**src/rtl/mem_port_arbiter.sv**
```systemverilog
// ----------------------------------------------------------------------------
// mem_port_arbiter
// Shares one single-ported memory between the fetch stage (IF) and the memory
// stage (M) of a pipeline. One grant is serviced at a time; the winner's
// address, write-enable and write data are captured on grant entry and held
// on the mem_* outputs until mem_ready (or a wait timeout) ends the grant.
//
// Ports
//   clock, reset            rising-edge clock, asynchronous active-low reset
//   if_req/if_addr          fetch read request (held until if_valid)
//   if_rdata/if_valid       fetched word and its one-cycle valid pulse
//   m_req/m_we/m_addr/m_wdata  memory-stage request (held until m_done)
//   m_rdata/m_done          load data and the one-cycle completion pulse
//   mem_en/mem_we/mem_addr/mem_wdata  drive to the memory
//   mem_rdata/mem_ready     memory response
//   stall_if/stall_mem      pipeline freeze signals
//   mem_err                 pulses with valid/done when a grant timed out
// ----------------------------------------------------------------------------
module mem_port_arbiter #(
    parameter int ADDR_W  = 7,
    parameter int DATA_W  = 32,
    parameter int TIMEOUT = 15
) (
    input  logic              clock,
    input  logic              reset,
    input  logic              if_req,
    input  logic [ADDR_W-1:0] if_addr,
    output logic [DATA_W-1:0] if_rdata,
    output logic              if_valid,
    input  logic              m_req,
    input  logic              m_we,
    input  logic [ADDR_W-1:0] m_addr,
    input  logic [DATA_W-1:0] m_wdata,
    output logic [DATA_W-1:0] m_rdata,
    output logic              m_done,
    output logic              mem_en,
    output logic              mem_we,
    output logic [ADDR_W-1:0] mem_addr,
    output logic [DATA_W-1:0] mem_wdata,
    input  logic [DATA_W-1:0] mem_rdata,
    input  logic              mem_ready,
    output logic              stall_if,
    output logic              stall_mem,
    output logic              mem_err
);

    localparam logic [1:0] IDLE   = 2'd0;
    localparam logic [1:0] GNT_IF = 2'd1;
    localparam logic [1:0] GNT_M  = 2'd2;

    // The grant ends in the TIMEOUT-th cycle without mem_ready, i.e. when the
    // count of earlier waiting cycles already stands at TIMEOUT-1.
    localparam logic [3:0] CNT_LAST = 4'(TIMEOUT - 1);

    logic [1:0]        state_q, state_d;
    logic [3:0]        cnt_q, cnt_d;
    logic              last_m_q, last_m_d;
    logic              mem_en_q, mem_en_d;
    logic              mem_we_q, mem_we_d;
    logic [ADDR_W-1:0] mem_addr_q, mem_addr_d;
    logic [DATA_W-1:0] mem_wdata_q, mem_wdata_d;
    logic              if_valid_q, if_valid_d;
    logic              m_done_q, m_done_d;
    logic              mem_err_q, mem_err_d;
    logic [DATA_W-1:0] if_rdata_q, if_rdata_d;
    logic [DATA_W-1:0] m_rdata_q, m_rdata_d;

    logic              granted_s;
    logic              timeout_s;
    logic              finish_s;
    logic              pick_m_s;
    logic [DATA_W-1:0] rd_s;

    // Grant bookkeeping: completion/timeout detection and arbitration choice.
    always_comb begin
        granted_s = (state_q != IDLE);
        timeout_s = granted_s & ~mem_ready & (cnt_q == CNT_LAST);
        finish_s  = granted_s & (mem_ready | timeout_s);
        // M normally wins, but never twice in a row while fetch is waiting.
        pick_m_s  = m_req & ~(last_m_q & if_req);
        rd_s      = timeout_s ? {DATA_W{1'b0}} : mem_rdata;
    end

    // Next-state logic for the FSM, grant registers and response outputs.
    always_comb begin
        state_d     = state_q;
        cnt_d       = cnt_q;
        last_m_d    = last_m_q;
        mem_we_d    = mem_we_q;
        mem_addr_d  = mem_addr_q;
        mem_wdata_d = mem_wdata_q;
        if_valid_d  = 1'b0;
        m_done_d    = 1'b0;
        mem_err_d   = 1'b0;
        if_rdata_d  = if_rdata_q;
        m_rdata_d   = m_rdata_q;

        case (state_q)
            IDLE: begin
                if (pick_m_s) begin
                    state_d     = GNT_M;
                    cnt_d       = 4'd0;
                    last_m_d    = 1'b1;
                    mem_we_d    = m_we;
                    mem_addr_d  = m_addr;
                    mem_wdata_d = m_wdata;
                end else if (if_req) begin
                    state_d     = GNT_IF;
                    cnt_d       = 4'd0;
                    last_m_d    = 1'b0;
                    mem_we_d    = 1'b0;
                    mem_addr_d  = if_addr;
                    mem_wdata_d = {DATA_W{1'b0}};
                end else begin
                    state_d = IDLE;
                end
            end
            GNT_IF, GNT_M: begin
                if (!mem_ready) begin
                    cnt_d = cnt_q + 4'd1;
                end else begin
                    cnt_d = cnt_q;
                end
                if (finish_s) begin
                    state_d   = IDLE;
                    mem_err_d = timeout_s;
                    if (state_q == GNT_IF) begin
                        if_valid_d = 1'b1;
                        if_rdata_d = rd_s;
                    end else begin
                        m_done_d = 1'b1;
                        // Stores leave the load-data register untouched.
                        if (!mem_we_q) begin
                            m_rdata_d = rd_s;
                        end else begin
                            m_rdata_d = m_rdata_q;
                        end
                    end
                end else begin
                    state_d = state_q;
                end
            end
            default: begin
                state_d = IDLE;
            end
        endcase

        mem_en_d = (state_d != IDLE);
    end

    // State and output registers; reset forces everything idle immediately.
    always_ff @(posedge clock or negedge reset) begin
        if (!reset) begin
            state_q     <= IDLE;
            cnt_q       <= 4'd0;
            last_m_q    <= 1'b0;
            mem_en_q    <= 1'b0;
            mem_we_q    <= 1'b0;
            mem_addr_q  <= {ADDR_W{1'b0}};
            mem_wdata_q <= {DATA_W{1'b0}};
            if_valid_q  <= 1'b0;
            m_done_q    <= 1'b0;
            mem_err_q   <= 1'b0;
            if_rdata_q  <= {DATA_W{1'b0}};
            m_rdata_q   <= {DATA_W{1'b0}};
        end else begin
            state_q     <= state_d;
            cnt_q       <= cnt_d;
            last_m_q    <= last_m_d;
            mem_en_q    <= mem_en_d;
            mem_we_q    <= mem_we_d;
            mem_addr_q  <= mem_addr_d;
            mem_wdata_q <= mem_wdata_d;
            if_valid_q  <= if_valid_d;
            m_done_q    <= m_done_d;
            mem_err_q   <= mem_err_d;
            if_rdata_q  <= if_rdata_d;
            m_rdata_q   <= m_rdata_d;
        end
    end

    assign mem_en    = mem_en_q;
    assign mem_we    = mem_we_q;
    assign mem_addr  = mem_addr_q;
    assign mem_wdata = mem_wdata_q;
    assign if_valid  = if_valid_q;
    assign m_done    = m_done_q;
    assign mem_err   = mem_err_q;
    assign if_rdata  = if_rdata_q;
    assign m_rdata   = m_rdata_q;

    // Freeze a stage while its request is outstanding and not yet answered.
    assign stall_if  = if_req & ~if_valid_q;
    assign stall_mem = m_req & ~m_done_q;

endmodule

```
**config.mk**
```make
export PLATFORM = sky130hd
export DESIGN_NAME = mem_port_arbiter
export DESIGN_NICKNAME = d
export VERILOG_FILES = /design/src/rtl/mem_port_arbiter.sv
export SDC_FILE = /design/constraint.sdc
export NUM_CORES = 1
export LEC_CHECK = 0
export CAP_MARGIN = 20
export CORE_MARGIN = 2
export CORE_UTILIZATION = 39
export DETAILED_ROUTE_END_ITERATION = 10
export PLACE_DENSITY = 0.84
export SYNTH_ARGS = -nofsm -noshare
export SYNTH_HDL_FRONTEND = slang
export SYNTH_SLANG_ARGS = --single-unit
```
**constraint.sdc**
```tcl
create_clock -name clock -period 1.6 [get_ports clock]
set_input_delay 0.48 -clock clock [delete_from_list [all_inputs] [get_ports clock]]
set_output_delay 0.48 -clock clock [all_outputs]
set_load 0.03 [all_outputs]
```
==> Yosys cells after proc, flatten, opt, wreduce, memory -nomap -nowiden <==
Cells that the tools add are included.
{ "totals": {"inputBits": 84, "output_inout_bits": 110, "mem_bits_ro": 0, "latchBits": 0, "n_memories": 0, "reg_bits": 115, "ram_bits": 0} }
{ "op_classes": {"muxes": 24, "n_div": 0, "shift": 0, "n_lt_le_gt_ge": 0, "n_addsub": 1, "reduce_logical": 10, "n_eq_ne": 5, "multipliers": 0, "bitwise_logic": 14} }
{ "ops": {"columns": ["cell", "count"], "rows": [
  ["32-bit two-way mux", 3],
  ["7-bit two-way mux", 2],
  ["1-bit two-way mux", 12],
  ["4-bit two-way mux", 3],
  ["4-bit case mux with 2 select lines", 1],
  ["2-bit nonzero test", 4],
  ["1-bit AND", 7],
  ["1-bit inverter", 6],
  ["3-bit AND reduction", 2],
  ["4-bit by 1-bit adder with 4-bit output, second input constant", 1],
  ["4-bit == test, second input constant", 1],
  ["2-bit two-way mux", 2],
  ["2-bit case mux with 2 select lines", 1],
  ["4-bit AND reduction", 1],
  ["3-bit inequality test, second input constant", 1],
  ["2-bit by 1-bit == test with 1-bit output, second input constant", 1],
  ["2-bit == test, second input constant", 1],
  ["2-bit zero test", 1],
  ["2-bit inequality test, second input constant", 1],
  ["2-bit AND reduction", 1],
  ["2-bit OR reduction", 1],
  ["1-bit OR", 1]
]} }

==> Depth between registers and ports, before layout <==
{ "logic_depth": {"word_depth": 8, "ltp_mapped": 9} }

==> Worst setup path before layout <==
No wires, ideal clock.
{ "synth_timing": {"path_type": "flip-flop to flip-flop", "from": "reg state_q[0]", "to": "reg cnt_q[1]", "stages_incl_launch_ff": 6, "slack_ps": -205, "period_less_slack_ps": 1805, "t_arrival_ps": 1680, "path_buffers": 1, "cell_sequence": "dfrtp_1 > inv_1 > ha_1 > clkbuf_1 > a211oi_2 > mux2_2"} }
{ "synth_via": {"elab_chain_len": 4} }
{ "synth_rtl": {"columns": ["element", "line", "rtl"], "rows": [
  ["start: declaration", "55", "logic [1:0] state_q, state_d;"],
  ["start signal: assignment", "167", "state_q <= state_d;"],
  ["2-bit by 1-bit == test with 1-bit output / 2-bit == test (equally long branches)", "98", "case (state_q)"],
  ["2-bit OR reduction", "98", null],
  ["2-bit inequality test (no source line) / 2-bit nonzero test (equally long branches)", null, null],
  ["3-bit AND reduction (no source line)", null, null],
  ["end signal: assignment", "168", "cnt_q <= cnt_d;"],
  ["end: declaration", "56", "logic [3:0] cnt_q, cnt_d;"]
]} }
Parallel ways exist; a longest one is shown, timed or not.
A chain may end at the register's enable or synchronous reset.

==> Worst setup path in the final report <==
{ "layout_timing": {"from": "reg cnt_q[0]", "to": "reg if_rdata_q[31] (netlist: if_rdata[31])"} }
{ "layout_via": {"elab_chain_len": 5} }
{ "layout_rtl": {"columns": ["element", "line", "rtl"], "rows": [
  ["4-bit == test *", "77", "timeout_s = granted_s & ~mem_ready & (cnt_q == CNT_LAST);"],
  ["1-bit AND *", "77", null],
  ["1-bit OR", "78", "finish_s = granted_s & (mem_ready | timeout_s);"],
  ["1-bit AND", "78", null],
  ["3-bit AND reduction (no source line)", null, null],
  ["end signal: assignment", "164", "if_rdata_q <= {DATA_W{1'b0}};"],
  ["end signal: assignment", "177", "if_rdata_q <= if_rdata_d;"],
  ["end: declaration", "65", "logic [DATA_W-1:0] if_rdata_q, if_rdata_d;"]
]} }
Mark *: on every way between the ends. The rest lies on a longest branch, timed or not.

==> reports/qor.csv <==
metric,value,unit
WS Path Type,flip-flop to flip-flop,
pin count of the biggest net entering global routing,66,
R2R Setup Slk,-130,ps
die span in x,114,µm
post-route clock period utilization,1.08,
Top Ports,194,
vias in the first global route,4297,
Syn Nets,532,
RR Endpoint,if_rdata[31]$_DFFE_PN0P_,
remaining global-route overflow,0,
R2R cell count,7,
DIE HEIGHT,114,µm
"Area growth, synth to finish",73.8,%
CP max stage delay,550,ps
Setup Skew,10.6,ps
Longest Clk Path Bufs,2,
total CTS buffers,17,
hpwl dp,8830,µm
Leakage Power,0.00385,µW
hold endpoint,mem_addr[5]$_DFFE_PN0P_,
detailed-route via count,4243,
number of synthesized flops with an enable pin,0,
largest fanout on the critical path,9,
"count leader, synth",dfrtp_1,
Die ar.,13100,µm²
CTS tree,yes,
register area share after synthesis,0.605,
Site Rows,40,
Clock transition at path regs,50,ps
WHS Path Cells,2,
post-DR wirelength/cell,17.3,µm
Hold/Removal Path Class,flip-flop to flip-flop,
CTS H-tree lvls,4,
Synth area leader,dfrtp_1,
Ys Warns,0,
arrival time at the worst endpoint,2010,ps
Setup crit end kind,flip-flop,
PnR worst setup slack,-134,ps
clk_lat worst skew,400,ps
failing checks,setup timing,
Final Util,0.691,
Crit-path slowest cell,or3b_4,
Vias per Instance,5.11,
measured slew at the worst slew-check pin,315,ps
"Hold Violations, Final",0,
maximum clock rate,0.577,GHz
core area,12000,µm²
Antenna Cells,0,
Clock Sinks,115,
Netlist cell types,36,
setup violators final,66,
antenna violations before repair,0,
GRT Util Overall,0.216,
status,"finished, violations left",
synth top area cells,"dfrtp_1 (60%), a22o_1 (6.3%), nand2_1 (5.6%), o21ai_0 (5.6%), nand3_1 (3.5%)",
Starting Density,0.398,
WHS,475,ps
routed wire length,14400,µm
share of cells above drive strength 1,0.391,
Pre-antenna DRT Iters,4,
synth cell count leaders,"dfrtp_1 (115), nand2_1 (71), o21ai_0 (53)",
first-pass GRT wire length,21900,µm
Pwr Density,2260,nW/µm²
power consumption,18700,µW
drt initial violations,273,
Netlist Area Pre-Place,4760,µm²
port buffer count,193,
worst ir drop on vdd,1.18,mV
Final min period,1730,ps
CP Launch Type,flip-flop,
worst-path cell chain,inv_2 > ha_4 > a31oi_4 > or3b_4 > buf_12 > nand2_1 > o21ai_2,
leading register cell type out of synthesis,dfrtp_1,
post-route ant nets,0,
hold_sp,mem_addr[5]$_DFFE_PN0P_,
synthesized flop and latch total,115,
# Max-Cap Violations,0,
Mapped Cells,443,
Clock Tree Root,clkbuf_16,
worst reg2reg startpoint,cnt_q[0]$_DFFE_PN0P_,
Post-route DRC,0,
Final Max Slew Viols,0,
routability cong.,0.842,
asr flop ratio synth,1.00,
RSZ-0062 raised after global routing,yes,
Slew HR,0.790,
Nets,759,
top cell type's share of synthesized area,0.605,
Syn Area/Cell,10.7,µm²
WP data required,1870,ps
final cells by class:
class / count / area (µm²)
Multi-Input combinational cell: 259 / 1770
Inverter: 37 / 141
Timing Repair Buffer: 240 / 2600
Sequential cell: 115 / 2880
Clock buffer: 22 / 474
Tap cell: 147 / 184
Clock inverter: 10 / 225
Fill cell: 839 / 3690
flip-flops by register name (all words and copies together) (netlist names):
signal / cells
m_rdata: 32
cnt_q: 4
last_m_q: 1
if_rdata: 32
mem_err: 1
mem_en: 1
if_valid: 1
m_done: 1
mem_wdata: 32
state_q: 2
mem_addr: 7
mem_we: 1
worst max path at each step:
stage / start / to / slack, ps
floorplan: state_q[0]$_DFF_PN0_ / m_rdata[12]$_DFFE_PN0P_ / -150
global placement: mem_ready / if_rdata[0]$_DFFE_PN0P_ / -380
detailed placement: mem_ready / if_rdata[29]$_DFFE_PN0P_ / -430
CTS: state_q[0]$_DFF_PN0_ / m_rdata[15]$_DFFE_PN0P_ / -110
global route: state_q[0]$_DFF_PN0_ / m_rdata[26]$_DFFE_PN0P_ / -180
finish: cnt_q[0]$_DFFE_PN0P_ / if_rdata[31]$_DFFE_PN0P_ / -130
placed cells by master, fill, tap and decap left out, types with 20 or more instances in the layout:
cell type / netlist / routed
a22o_1: 34 / 34
buf_4: 4 / 27
clkbuf_16: 0 / 22
clkdlybuf4s15_2: 0 / 84
clkdlybuf4s50_1: 0 / 80
dfrtp_1: 115 / 115
inv_1: 37 / 32
nand2_1: 71 / 45
nand2_2: 0 / 20
nand3_1: 33 / 32
o21ai_1: 5 / 33
o21ai_2: 17 / 32
cell families after synthesis:
| kind of cell | after synthesis | synth area share |
|---|---|---|
| AND/OR/NAND/NOR | 124 | 0.116 |
| AO/OA/AOI/OAI | 121 | 0.174 |
| flip-flops | 115 | 0.605 |
| buffers and inverters | 69 | 0.0720 |
| multiplexers | 9 | 0.0192 |
| adder cells (fa/ha/maj) | 5 | 0.0131 |
power breakdown:
part	total, µW	switching [µW]	leakage [µW]	internal [µW]
Clock	4470	1280	0.000344	3200
Combinational	8960	5140	0.00205	3820
Sequential	5230	968	0.00145	4260
Total	18700	7380	0.00385	11300
metal layers:
layer  vias up  track usage  wire length, µm
met1      2050        0.273             5860
met3        17       0.0651             1080
met5         -            0                0
li1       1972            -                -
met2       204        0.356             7220
met4         0       0.0675              199
timing repair:
item	4_1_cts	5_1_grt
setup buffers	8	4
hold buffers	1	0
pin swaps	7	10
gates cloned	4	6
setup endpoints to repair	173	94
gates resized for setup	342	77
hold endpoints to repair	15	0
worst max-delay path, delay by kind of cell, from the launching register on:
family                   cells  cell delay, ps
flip-flops                   1             380
buffers and inverters        2             270
AND/OR/NAND/NOR              2             650
adder cells (fa/ha/maj)      1             140
AO/OA/AOI/OAI                2             160
stage by stage:
stage,cell area [µm²],instances,setup TNS [ps],setup WS [ps]
after floorplan,4860,443,-5550,-153
after global placement,7080,776,-33750,-377
after detailed placement,7080,776,-37370,-425
after CTS,8140,821,-4230,-114
after global routing,8270,830,-9450,-176
final,8270,830,-5560,-134
(Power assumes the default switching activity.)
